### src/rtl/mips_mem_arbiter_pkg.sv
// Shared types and constants for the Harvard-to-single-bus memory arbiter.
package mips_mem_arbiter_pkg;

  typedef enum logic [1:0] {
    IDLE    = 2'd0,
    FETCH   = 2'd1,
    DATA    = 2'd2,
    RELEASE = 2'd3
  } arb_state_t;

  localparam logic [3:0] FETCH_BYTEENABLE = 4'hF;

endpackage

### src/rtl/mips_mem_arbiter.sv
// Serialises instruction fetch and data access of a Harvard MIPS core onto one
// Avalon-style bus, then gates the core forward by exactly one clock edge.
module mips_mem_arbiter
  import mips_mem_arbiter_pkg::*;
#(
  parameter int unsigned TIMEOUT_CYCLES = 1024
) (
  input  logic        clk,
  input  logic        reset,
  input  logic        run,
  input  logic        cpu_active,
  output logic        cpu_clk_enable,
  input  logic [31:0] cpu_instr_address,
  output logic [31:0] cpu_instr_readdata,
  input  logic [31:0] cpu_data_address,
  input  logic        cpu_data_read,
  input  logic        cpu_data_write,
  input  logic [3:0]  cpu_byte_enable,
  input  logic [31:0] cpu_data_writedata,
  output logic [31:0] cpu_data_readdata,
  output logic [31:0] mem_address,
  output logic        mem_read,
  output logic        mem_write,
  output logic [3:0]  mem_byteenable,
  output logic [31:0] mem_writedata,
  input  logic [31:0] mem_readdata,
  input  logic        mem_waitrequest,
  output logic [31:0] stall_count,
  output logic        bus_error
);

  localparam logic [31:0] TIMEOUT_LAST = 32'(TIMEOUT_CYCLES - 1);

  arb_state_t  state_q, state_d;
  logic [31:0] wait_cnt_q, wait_cnt_d;
  logic [31:0] instr_buf_q, instr_buf_d;
  logic [31:0] data_buf_q, data_buf_d;
  logic [31:0] stall_count_q;
  logic        bus_error_q, bus_error_d;

  always_ff @(posedge clk or posedge reset) begin
    if (reset) begin
      state_q       <= IDLE;
      wait_cnt_q    <= '0;
      instr_buf_q   <= '0;
      data_buf_q    <= '0;
      stall_count_q <= '0;
      bus_error_q   <= 1'b0;
    end else begin
      state_q     <= state_d;
      wait_cnt_q  <= wait_cnt_d;
      instr_buf_q <= instr_buf_d;
      data_buf_q  <= data_buf_d;
      bus_error_q <= bus_error_d;
      if (cpu_active && !cpu_clk_enable) begin
        stall_count_q <= stall_count_q + 32'd1;
      end
    end
  end

  // Bus outputs decode from state and CPU inputs only; read data never feeds back.
  always_comb begin
    state_d        = state_q;
    wait_cnt_d     = wait_cnt_q;
    instr_buf_d    = instr_buf_q;
    data_buf_d     = data_buf_q;
    bus_error_d    = bus_error_q;
    cpu_clk_enable = 1'b0;
    mem_address    = '0;
    mem_read       = 1'b0;
    mem_write      = 1'b0;
    mem_byteenable = '0;
    mem_writedata  = '0;

    case (state_q)
      IDLE: begin
        if (run && cpu_active && !bus_error_q) begin
          state_d    = FETCH;
          wait_cnt_d = '0;
        end
      end
      FETCH: begin
        mem_address    = cpu_instr_address;
        mem_read       = 1'b1;
        mem_byteenable = FETCH_BYTEENABLE;
        if (!mem_waitrequest) begin
          instr_buf_d = mem_readdata;
          wait_cnt_d  = '0;
          state_d     = (cpu_data_read || cpu_data_write) ? DATA : RELEASE;
        end else if (wait_cnt_q == TIMEOUT_LAST) begin
          bus_error_d = 1'b1;
          state_d     = IDLE;
        end else begin
          wait_cnt_d = wait_cnt_q + 32'd1;
        end
      end
      DATA: begin
        // A simultaneous read request is dropped in favour of the write.
        mem_address    = cpu_data_address;
        mem_write      = cpu_data_write;
        mem_read       = !cpu_data_write;
        mem_byteenable = cpu_byte_enable;
        mem_writedata  = cpu_data_writedata;
        if (!mem_waitrequest) begin
          if (!cpu_data_write) begin
            data_buf_d = mem_readdata;
          end
          state_d = RELEASE;
        end else if (wait_cnt_q == TIMEOUT_LAST) begin
          bus_error_d = 1'b1;
          state_d     = IDLE;
        end else begin
          wait_cnt_d = wait_cnt_q + 32'd1;
        end
      end
      RELEASE: begin
        cpu_clk_enable = 1'b1;
        state_d        = IDLE;
      end
      default: state_d = IDLE;
    endcase
  end

  assign cpu_instr_readdata = instr_buf_q;
  assign cpu_data_readdata  = data_buf_q;
  assign stall_count        = stall_count_q;
  assign bus_error          = bus_error_q;

endmodule

### config.mk
export PLATFORM = sky130hd
export DESIGN_NAME = mips_mem_arbiter
export DESIGN_NICKNAME = d
export VERILOG_FILES = /design/src/rtl/mips_mem_arbiter_pkg.sv /design/src/rtl/mips_mem_arbiter.sv
export SDC_FILE = /design/constraint.sdc
export NUM_CORES = 1
export LEC_CHECK = 0
export CORE_MARGIN = 4
export CORE_UTILIZATION = 45
export CTS_CLUSTER_SIZE = 28
export DETAILED_ROUTE_END_ITERATION = 8
export GPL_ROUTABILITY_DRIVEN = 1
export PLACE_DENSITY = 0.86
export SYNTH_ARGS = -nofsm -noshare
export SYNTH_HDL_FRONTEND = slang
export SYNTH_SLANG_ARGS = --single-unit
### constraint.sdc
create_clock -name clk -period 6.1 [get_ports clk]
set_input_delay 0.61 -clock clk [delete_from_list [all_inputs] [get_ports clk]]
set_output_delay 0.61 -clock clk [all_outputs]
set_load 0.01 [all_outputs]
==> metrics.txt, run 1 <==
# TYPE chip_impl_metric gauge
chip_impl_metric{name="synth.ff_latch_count",unit=""} 131
chip_impl_metric{name="fillerInstances",unit=""} 1015
chip_impl_metric{name="clk_pin_slew",unit="ps"} 60
chip_impl_metric{name="diode_insertion_count_for_antenna_repair",unit=""} 0
chip_impl_metric{name="syn2layout_area_growth",unit="%"} 57.2
chip_impl_info{name="setup.worst_path.end_class",value="output port"} 1
chip_impl_metric{name="postCtsSetupBuffers",unit=""} 0
chip_impl_metric{name="critical_path_peak_fanout",unit=""} 74
chip_impl_metric{name="die_width",unit="um"} 130
chip_impl_metric{name="timing.critical_path.slowest_cell_delay",unit="ps"} 950
chip_impl_metric{name="row_count",unit=""} 44
chip_impl_metric{name="floorplan.core_area",unit="sq um"} 14500
chip_impl_metric{name="synth.distinct_cells",unit=""} 48
chip_impl_metric{name="timing.fmax",unit="MHz"} 278
chip_impl_metric{name="p_total",unit="uW"} 4180
chip_impl_metric{name="hold_viol_final",unit=""} 0
chip_impl_metric{name="worst_skew_pair.late_latency",unit="ps"} 410
chip_impl_metric{name="effective_utilization_at_floorplan",unit="%"} 45.9
chip_impl_info{name="crit_path_start_kind",value="flop"} 1
chip_impl_metric{name="max_slew_margin",unit="%"} 23.8
chip_impl_metric{name="numPlacedInstances",unit=""} 1076
chip_impl_metric{name="synth-seq-area-share",unit="%"} 49.3
chip_impl_info{name="worstSetupPathType",value="flop to output port"} 1
chip_impl_metric{name="synth_fp_nets",unit=""} 758
chip_impl_info{name="netlist_top_cells_area",value="sky130_fd_sc_hd__dfrtp_1 (49%), sky130_fd_sc_hd__mux2_2 (11%), sky130_fd_sc_hd__nor2b_1 (3.8%)"} 1
chip_impl_metric{name="clkSinkCount",unit=""} 131
chip_impl_metric{name="grt_max_degree",unit=""} 75
chip_impl_metric{name="avgRoutedWirePerCell",unit="um"} 18.4
chip_impl_metric{name="yosysTopAreaCellShare",unit="%"} 49.3
chip_impl_metric{name="overflow",unit=""} 0
chip_impl_metric{name="asyncSetResetFlopFracSynth",unit="%"} 100
chip_impl_metric{name="dp.final_hpwl",unit="um"} 15200
chip_impl_metric{name="netlist_area",unit="sq um"} 6640
chip_impl_metric{name="vias_per_cell",unit=""} 5.23
chip_impl_metric{name="place.port_buffers",unit=""} 306
chip_impl_info{name="grt_setup_unrepaired",value="false"} 1
chip_impl_metric{name="die_h",unit="um"} 130
chip_impl_metric{name="timing_worst_slew_pin_value",unit="ps"} 1130
chip_impl_info{name="post-synth-top-area-cell",value="sky130_fd_sc_hd__dfrtp_1"} 1
chip_impl_metric{name="vias",unit=""} 5785
chip_impl_metric{name="timing.final.max_slew_violations",unit=""} 0
chip_impl_info{name="cts_tree",value="done"} 1
chip_impl_metric{name="fin_nets",unit=""} 1057
chip_impl_metric{name="r2r_setup_slack",unit="ps"} 2790
chip_impl_info{name="layout_commonest_cell",value="sky130_fd_sc_hd__clkdlybuf4s50_1"} 1
chip_impl_metric{name="cts_htree_levels",unit=""} 4
chip_impl_metric{name="wl",unit="um"} 20400
chip_impl_metric{name="synth_warnings",unit=""} 0
chip_impl_metric{name="cts-hold-fix-buffers",unit=""} 0
chip_impl_metric{name="die_area",unit="sq um"} 16800
chip_impl_metric{name="final_layout_size_suffix_gt1_share",unit="%"} 13.1
chip_impl_info{name="clock_tree.root_cell",value="sky130_fd_sc_hd__clkbuf_16"} 1
chip_impl_info{name="crit_path_top_delay_cell",value="sky130_fd_sc_hd__ha_2"} 1
chip_impl_metric{name="power.static_leakage",unit="uW"} 0.00431
chip_impl_metric{name="postSynthCellCount",unit=""} 612
chip_impl_metric{name="grtUsageTotal",unit="%"} 24.0
chip_impl_info{name="most-common-layout-cells",value="sky130_fd_sc_hd__clkdlybuf4s50_1 (306), sky130_fd_sc_hd__dfrtp_1 (131), sky130_fd_sc_hd__mux2_2 (65)"} 1
chip_impl_metric{name="critical_path_required",unit="ps"} 5490
chip_impl_metric{name="fin_crit",unit="ps"} 3590
chip_impl_metric{name="setup-violations-final",unit=""} 0
chip_impl_metric{name="fin_crit_sh",unit="%"} 58.9
chip_impl_info{name="path_cells",value="inv_1 > ha_2 > a22oi_1 > nor2b_1 > clkdlybuf4s50_1"} 1
chip_impl_metric{name="fin_worst_skew",unit="ps"} 9.39
chip_impl_metric{name="finish.cell_count_without_fillers",unit=""} 1107
chip_impl_metric{name="drt_iter0_drc",unit=""} 444
chip_impl_info{name="synth_top_flop_cell",value="sky130_fd_sc_hd__dfrtp_1"} 1
chip_impl_metric{name="synth_edf_count",unit=""} 0
chip_impl_metric{name="vdd.ir_drop.worst",unit="mV"} 0.386
chip_impl_metric{name="routabilityCongestion",unit=""} 0.882
chip_impl_metric{name="clk_path_buf_depth",unit=""} 2
chip_impl_metric{name="num_io_pins",unit=""} 307
chip_impl_metric{name="timing.max_cap.violations",unit=""} 0
chip_impl_metric{name="worst_hold_slack",unit="ps"} 482
chip_impl_metric{name="drt.antenna.violating_nets",unit=""} 0
chip_impl_metric{name="arrival",unit="ps"} 2980
chip_impl_info{name="outcome",value="completed"} 1
chip_impl_metric{name="post_cts_resize_count",unit=""} 0
chip_impl_info{name="timing.hold.worst.class",value="flop to flop"} 1
chip_impl_metric{name="grt_antenna_before_repair",unit=""} 0
chip_impl_metric{name="syn-mean-instance-area",unit="sq um"} 10.9
chip_impl_metric{name="detail_route.first_pass.iterations",unit=""} 5
chip_impl_metric{name="drcViolationCount",unit=""} 0
chip_impl_metric{name="final_setup_tns",unit="ps"} 0
chip_impl_metric{name="cts_made_buffers",unit=""} 17
chip_impl_metric{name="cellPowerDensity",unit="nW/um^2"} 400
chip_impl_metric{name="number_of_global_route_vias_before_repair",unit=""} 5651
chip_impl_metric{name="grt_pass1_wl",unit="um"} 31400
chip_impl_metric{name="layout.core_utilization",unit="%"} 72.1
==> critical path, delay by kind of cell (launching register included) <==
family                     cells  cell delay [ps]
adders and majority gates      1              950
DFF                            1              400
AOI/OAI and AO/OA              1              310
and+or+nand+nor                1              210
buffers and inverters          2              690
==> logic make-up after synthesis <==
logic type	count (synthesis)	synth area share (%)
AO/OA/AOI/OAI	88	9.12
XOR/XNOR	43	5.67
adder cells (fa/ha/maj)	7	1.32
buffers and inverters	40	2.33
flip-flops	131	49.3
multiplexers	65	11.0
AND/OR/NAND/NOR	238	21.2
==> flip-flops by register name (all words and copies together) (netlist names) <==
name,count
bus_error,1
wait_cnt_q,32
stall_count,32
state_q,2
cpu_data_readdata,32
cpu_instr_readdata,32
==> synth_stat cells (2+ instances only) <==
cell / count
sky130_fd_sc_hd__o21ai_0: 16
sky130_fd_sc_hd__and3_1: 10
sky130_fd_sc_hd__nor2_1: 32
sky130_fd_sc_hd__nand3_1: 17
sky130_fd_sc_hd__nor4_4: 2
sky130_fd_sc_hd__buf_1: 12
sky130_fd_sc_hd__nand2_1: 34
sky130_fd_sc_hd__mux2_2: 65
sky130_fd_sc_hd__a22o_1: 2
sky130_fd_sc_hd__ha_1: 7
sky130_fd_sc_hd__nand2_2: 2
sky130_fd_sc_hd__clkbuf_1: 15
sky130_fd_sc_hd__nor2b_1: 40
sky130_fd_sc_hd__or3_1: 11
sky130_fd_sc_hd__dfrtp_1: 131
sky130_fd_sc_hd__and4_1: 2
sky130_fd_sc_hd__inv_1: 9
sky130_fd_sc_hd__xnor2_1: 25
sky130_fd_sc_hd__xor2_1: 18
sky130_fd_sc_hd__nor3_1: 4
sky130_fd_sc_hd__a22oi_1: 32
sky130_fd_sc_hd__nand4_2: 2
sky130_fd_sc_hd__nand2b_1: 3
sky130_fd_sc_hd__o2111ai_1: 2
sky130_fd_sc_hd__buf_2: 3
sky130_fd_sc_hd__and2_1: 37
sky130_fd_sc_hd__or4_1: 5
sky130_fd_sc_hd__a21oi_1: 21
sky130_fd_sc_hd__o211ai_1: 3
sky130_fd_sc_hd__nor4_1: 6
sky130_fd_sc_hd__nand4_1: 23
sky130_fd_sc_hd__o21a_1: 2
sky130_fd_sc_hd__o31ai_1: 4
==> per-stage QoR <==
step / worst slack (ps) / area (sq um)
final: 2510 / 10400
after global routing: 2350 / 10400
after CTS: 2540 / 10400
after detailed placement: 2760 / 9860
after global placement: 2820 / 9860
after floorplan: 1990 / 6640
==> metal layers <==
metal	wire length, um	GRT usage [%]	vias up
met1	8460	31.3	2793
met4	333	6.54	0
li1	-	-	2782
met3	1140	4.86	28
met2	10500	40.8	182
met5	0	0	-
==> layout make-up <==
type                       instances  area, sq um  share of cell area [%]
clock buffer                      17          425                    4.07
inverter                           9         36.3                   0.348
multi-input combinational        441         3220                    30.8
sequential                       131         3280                    31.4
clock inverter                    14          155                    1.49
timing repair buffer             311         3100                    29.7
tap                              184          230                    2.20
==> worst paths after layout <==
kind	cells after the start	end	from
hold reg to reg	1	stall_count[31]$_DFFE_PP0P_	stall_count[31]$_DFFE_PP0P_
max in group asynchronous	3	cpu_instr_readdata[1]$_DFFE_PP0P_	reset
min in group asynchronous	2	cpu_data_readdata[16]$_DFFE_PP0P_	reset
setup reg to reg	7	wait_cnt_q[21]$_DFFE_PP0P_	state_q[0]$_DFFE_PP0P_
hold / removal	1	stall_count[31]$_DFFE_PP0P_	stall_count[31]$_DFFE_PP0P_
setup / recovery	5	mem_address[9]	state_q[0]$_DFFE_PP0P_
==> power breakdown <==
| group | switching [uW] | leakage (uW) | internal, uW |
|---|---|---|---|
| logic | 847 | 0.00235 | 1080 |
| clock network | 391 | 0.000280 | 605 |
| registers | 141 | 0.00168 | 1120 |
Power figures use the tool's default switching activity.
==> inputs of run 2 (changes only) <==
Settings changed: CORE_UTILIZATION 45 to 42, PLACE_DENSITY 0.86 to 0.81.
Clock period 6.1 ns to 3.7 ns, I/O delays scaled along.
==> metrics.txt, run 2 (synthesized netlist as in run 1, its figures left out) <==
# TYPE chip_impl_metric gauge
chip_impl_metric{name="setup-violations-final",unit=""} 0
chip_impl_metric{name="seqCellArea",unit="sq um"} 3280
chip_impl_metric{name="timing.max_cap.violations",unit=""} 0
chip_impl_metric{name="clk_pin_slew",unit="ps"} 60
chip_impl_metric{name="timing_worst_slew_pin_value",unit="ps"} 1020
chip_impl_info{name="grt_setup_unrepaired",value="false"} 1
chip_impl_metric{name="vias",unit=""} 5831
chip_impl_metric{name="max_slew_margin",unit="%"} 31.6
chip_impl_metric{name="vias_per_cell",unit=""} 5.11
chip_impl_metric{name="grt_max_degree",unit=""} 70
chip_impl_info{name="setup.worst_path.end_class",value="output port"} 1
chip_impl_metric{name="overflow",unit=""} 0
chip_impl_info{name="timing.hold.worst.class",value="input pin to asynchronous set/reset pin"} 1
chip_impl_metric{name="post_cts_resize_count",unit=""} 0
chip_impl_info{name="layout_commonest_cell",value="sky130_fd_sc_hd__clkdlybuf4s50_1"} 1
chip_impl_metric{name="drcViolationCount",unit=""} 0
chip_impl_metric{name="pwr-share-comb",unit="%"} 45.1
chip_impl_info{name="clock_tree.root_cell",value="sky130_fd_sc_hd__clkbuf_16"} 1
chip_impl_metric{name="number_of_global_route_vias_before_repair",unit=""} 5770
chip_impl_info{name="worstSetupPathType",value="flop to output port"} 1
chip_impl_metric{name="avgRoutedWirePerCell",unit="um"} 17.6
chip_impl_metric{name="cts-hold-fix-buffers",unit=""} 0
chip_impl_metric{name="cts_htree_levels",unit=""} 4
chip_impl_metric{name="syn2layout_area_growth",unit="%"} 59.3
chip_impl_metric{name="sw_frac_of_total",unit="%"} 32.2
chip_impl_metric{name="fin_worst_skew",unit="ps"} 9.42
chip_impl_metric{name="cts_made_buffers",unit=""} 17
chip_impl_metric{name="wl",unit="um"} 20100
chip_impl_metric{name="die_width",unit="um"} 134
chip_impl_metric{name="row_count",unit=""} 45
chip_impl_metric{name="cellPowerDensity",unit="nW/um^2"} 665
chip_impl_metric{name="timing.final.max_slew_violations",unit=""} 0
chip_impl_metric{name="diode_insertion_count_for_antenna_repair",unit=""} 0
chip_impl_metric{name="timing.critical_path.slowest_cell_delay",unit="ps"} 600
chip_impl_info{name="path_cells",value="inv_1 > ha_2 > buf_4 > a22oi_1 > nor2b_1 > clkdlybuf4s50_1"} 1
chip_impl_metric{name="drt.antenna.violating_nets",unit=""} 0
chip_impl_metric{name="vdd.ir_drop.worst",unit="mV"} 0.508
chip_impl_metric{name="finish.cell_count_without_fillers",unit=""} 1140
chip_impl_metric{name="critical_path_required",unit="ps"} 3330
chip_impl_metric{name="drt_iter0_drc",unit=""} 403
chip_impl_metric{name="power.static_leakage",unit="uW"} 0.00434
chip_impl_metric{name="final_layout_size_suffix_gt1_share",unit="%"} 13.7
chip_impl_metric{name="final_setup_tns",unit="ps"} 0
chip_impl_info{name="outcome",value="completed"} 1
chip_impl_metric{name="hold_viol_final",unit=""} 0
chip_impl_metric{name="internal_power",unit="uW"} 4770
chip_impl_metric{name="worst_skew_pair.late_latency",unit="ps"} 420
chip_impl_metric{name="floorplan.core_area",unit="sq um"} 15400
chip_impl_metric{name="grt_pass1_wl",unit="um"} 31800
chip_impl_metric{name="critical_path_peak_fanout",unit=""} 35
chip_impl_metric{name="routabilityCongestion",unit=""} 0.902
chip_impl_metric{name="numPlacedInstances",unit=""} 1108
chip_impl_metric{name="effective_utilization_at_floorplan",unit="%"} 43.2
chip_impl_info{name="crit_path_start_kind",value="flop"} 1
chip_impl_metric{name="arrival",unit="ps"} 2780
chip_impl_metric{name="register_share_of_total_power",unit="%"} 29.5
chip_impl_info{name="cts_tree",value="done"} 1
chip_impl_metric{name="fin_ws",unit="ps"} 548
chip_impl_metric{name="die_area",unit="sq um"} 17900
chip_impl_info{name="crit_path_top_delay_cell",value="sky130_fd_sc_hd__clkdlybuf4s50_1"} 1
chip_impl_metric{name="fin_nets",unit=""} 1062
chip_impl_metric{name="die_h",unit="um"} 134
chip_impl_metric{name="post-place-ws",unit="ps"} 883
chip_impl_metric{name="fin_crit_sh",unit="%"} 85.2
chip_impl_metric{name="place.port_buffers",unit=""} 306
chip_impl_metric{name="timing.fmax",unit="MHz"} 317
chip_impl_info{name="most-common-layout-cells",value="sky130_fd_sc_hd__clkdlybuf4s50_1 (306), sky130_fd_sc_hd__dfrtp_1 (131), sky130_fd_sc_hd__mux2_2 (65)"} 1
chip_impl_metric{name="multi_input_area",unit="sq um"} 3220
chip_impl_metric{name="fin_crit",unit="ps"} 3150
chip_impl_metric{name="grtUsageTotal",unit="%"} 22.3
chip_impl_metric{name="dp.final_hpwl",unit="um"} 15200
chip_impl_metric{name="detail_route.first_pass.iterations",unit=""} 5
chip_impl_metric{name="clk_path_buf_depth",unit=""} 2
chip_impl_metric{name="fillerInstances",unit=""} 1158
chip_impl_metric{name="postCtsSetupBuffers",unit=""} 0
chip_impl_metric{name="num_io_pins",unit=""} 307
chip_impl_metric{name="grt_antenna_before_repair",unit=""} 0
chip_impl_metric{name="power_dissipated_by_switching_net_loads",unit="uW"} 2270
chip_impl_metric{name="clkSinkCount",unit=""} 131
chip_impl_metric{name="clock_power_share",unit="%"} 25.4
-- run 2: metal layers --
metal	up-vias	part of all wire, %	routed length [um]	track usage, %
met4	0	1.0	204	4.46
met2	200	49	9820	36.0
li1	2782	-	-	-
met3	26	6.6	1330	6.08
met5	-	0	0	0
met1	2823	44	8760	30.4
-- run 2: path summary, 6_finish.rpt --
kind,slack (ps),endpoint,cells past startpoint,from
setup / recovery,550,mem_address[16],6,state_q[0]$_DFFE_PP0P_
hold / removal,480,cpu_instr_readdata[30]$_DFFE_PP0P_,2,reset
setup reg to reg,940,wait_cnt_q[6]$_DFFE_PP0P_,7,state_q[0]$_DFFE_PP0P_
hold reg to reg,500,stall_count[31]$_DFFE_PP0P_,1,stall_count[31]$_DFFE_PP0P_
max in group asynchronous,2370,wait_cnt_q[15]$_DFFE_PP0P_,3,reset
min in group clk,500,stall_count[31]$_DFFE_PP0P_,1,stall_count[31]$_DFFE_PP0P_
-- run 2: power by group through the flow --
stage | sequential (uW) | clock, uW | combinational (uW)
final | 2080 | 1790 | 3170
after global routing | 2140 | 1890 | 3410
after CTS | 2080 | 1820 | 3210
after detailed placement | 2100 | 0 | 3190
after global placement | 2080 | 0 | 3170
after floorplan | 2270 | 0 | 1320
-- run 2: critical path, delay by kind of cell (launching register included) --
family / cells / cell delay [ps]
and+or+nand+nor: 1 / 240
buffers and inverters: 3 / 1020
adders and majority gates: 1 / 590
DFF: 1 / 400
AOI/OAI and AO/OA: 1 / 110
-- run 2: final cells by class --
cell class / count / share of cell area, %
repair buffers: 316 / 29.8
flip-flops and latches: 131 / 31.0
well taps: 211 / 2.49
multi-input cells: 441 / 30.4
inverters: 9 / 0.355
clock buffers: 17 / 4.02
clock inverters: 15 / 1.95
-- run 2: per-stage QoR --
stage | util (%) | area (sq um) | total power, uW | hold WS (ps)
2_1_floorplan | - | 6650 | 3590 | 504
3_3_place_gp | 64.7 | 9950 | 5250 | 473
3_5_place_dp | 64.7 | 9950 | 5290 | 493
4_1_cts | 68.8 | 10600 | 7100 | 491
5_1_grt | 68.8 | 10600 | 7430 | 517
6_report | 68.8 | 10600 | 7040 | 477
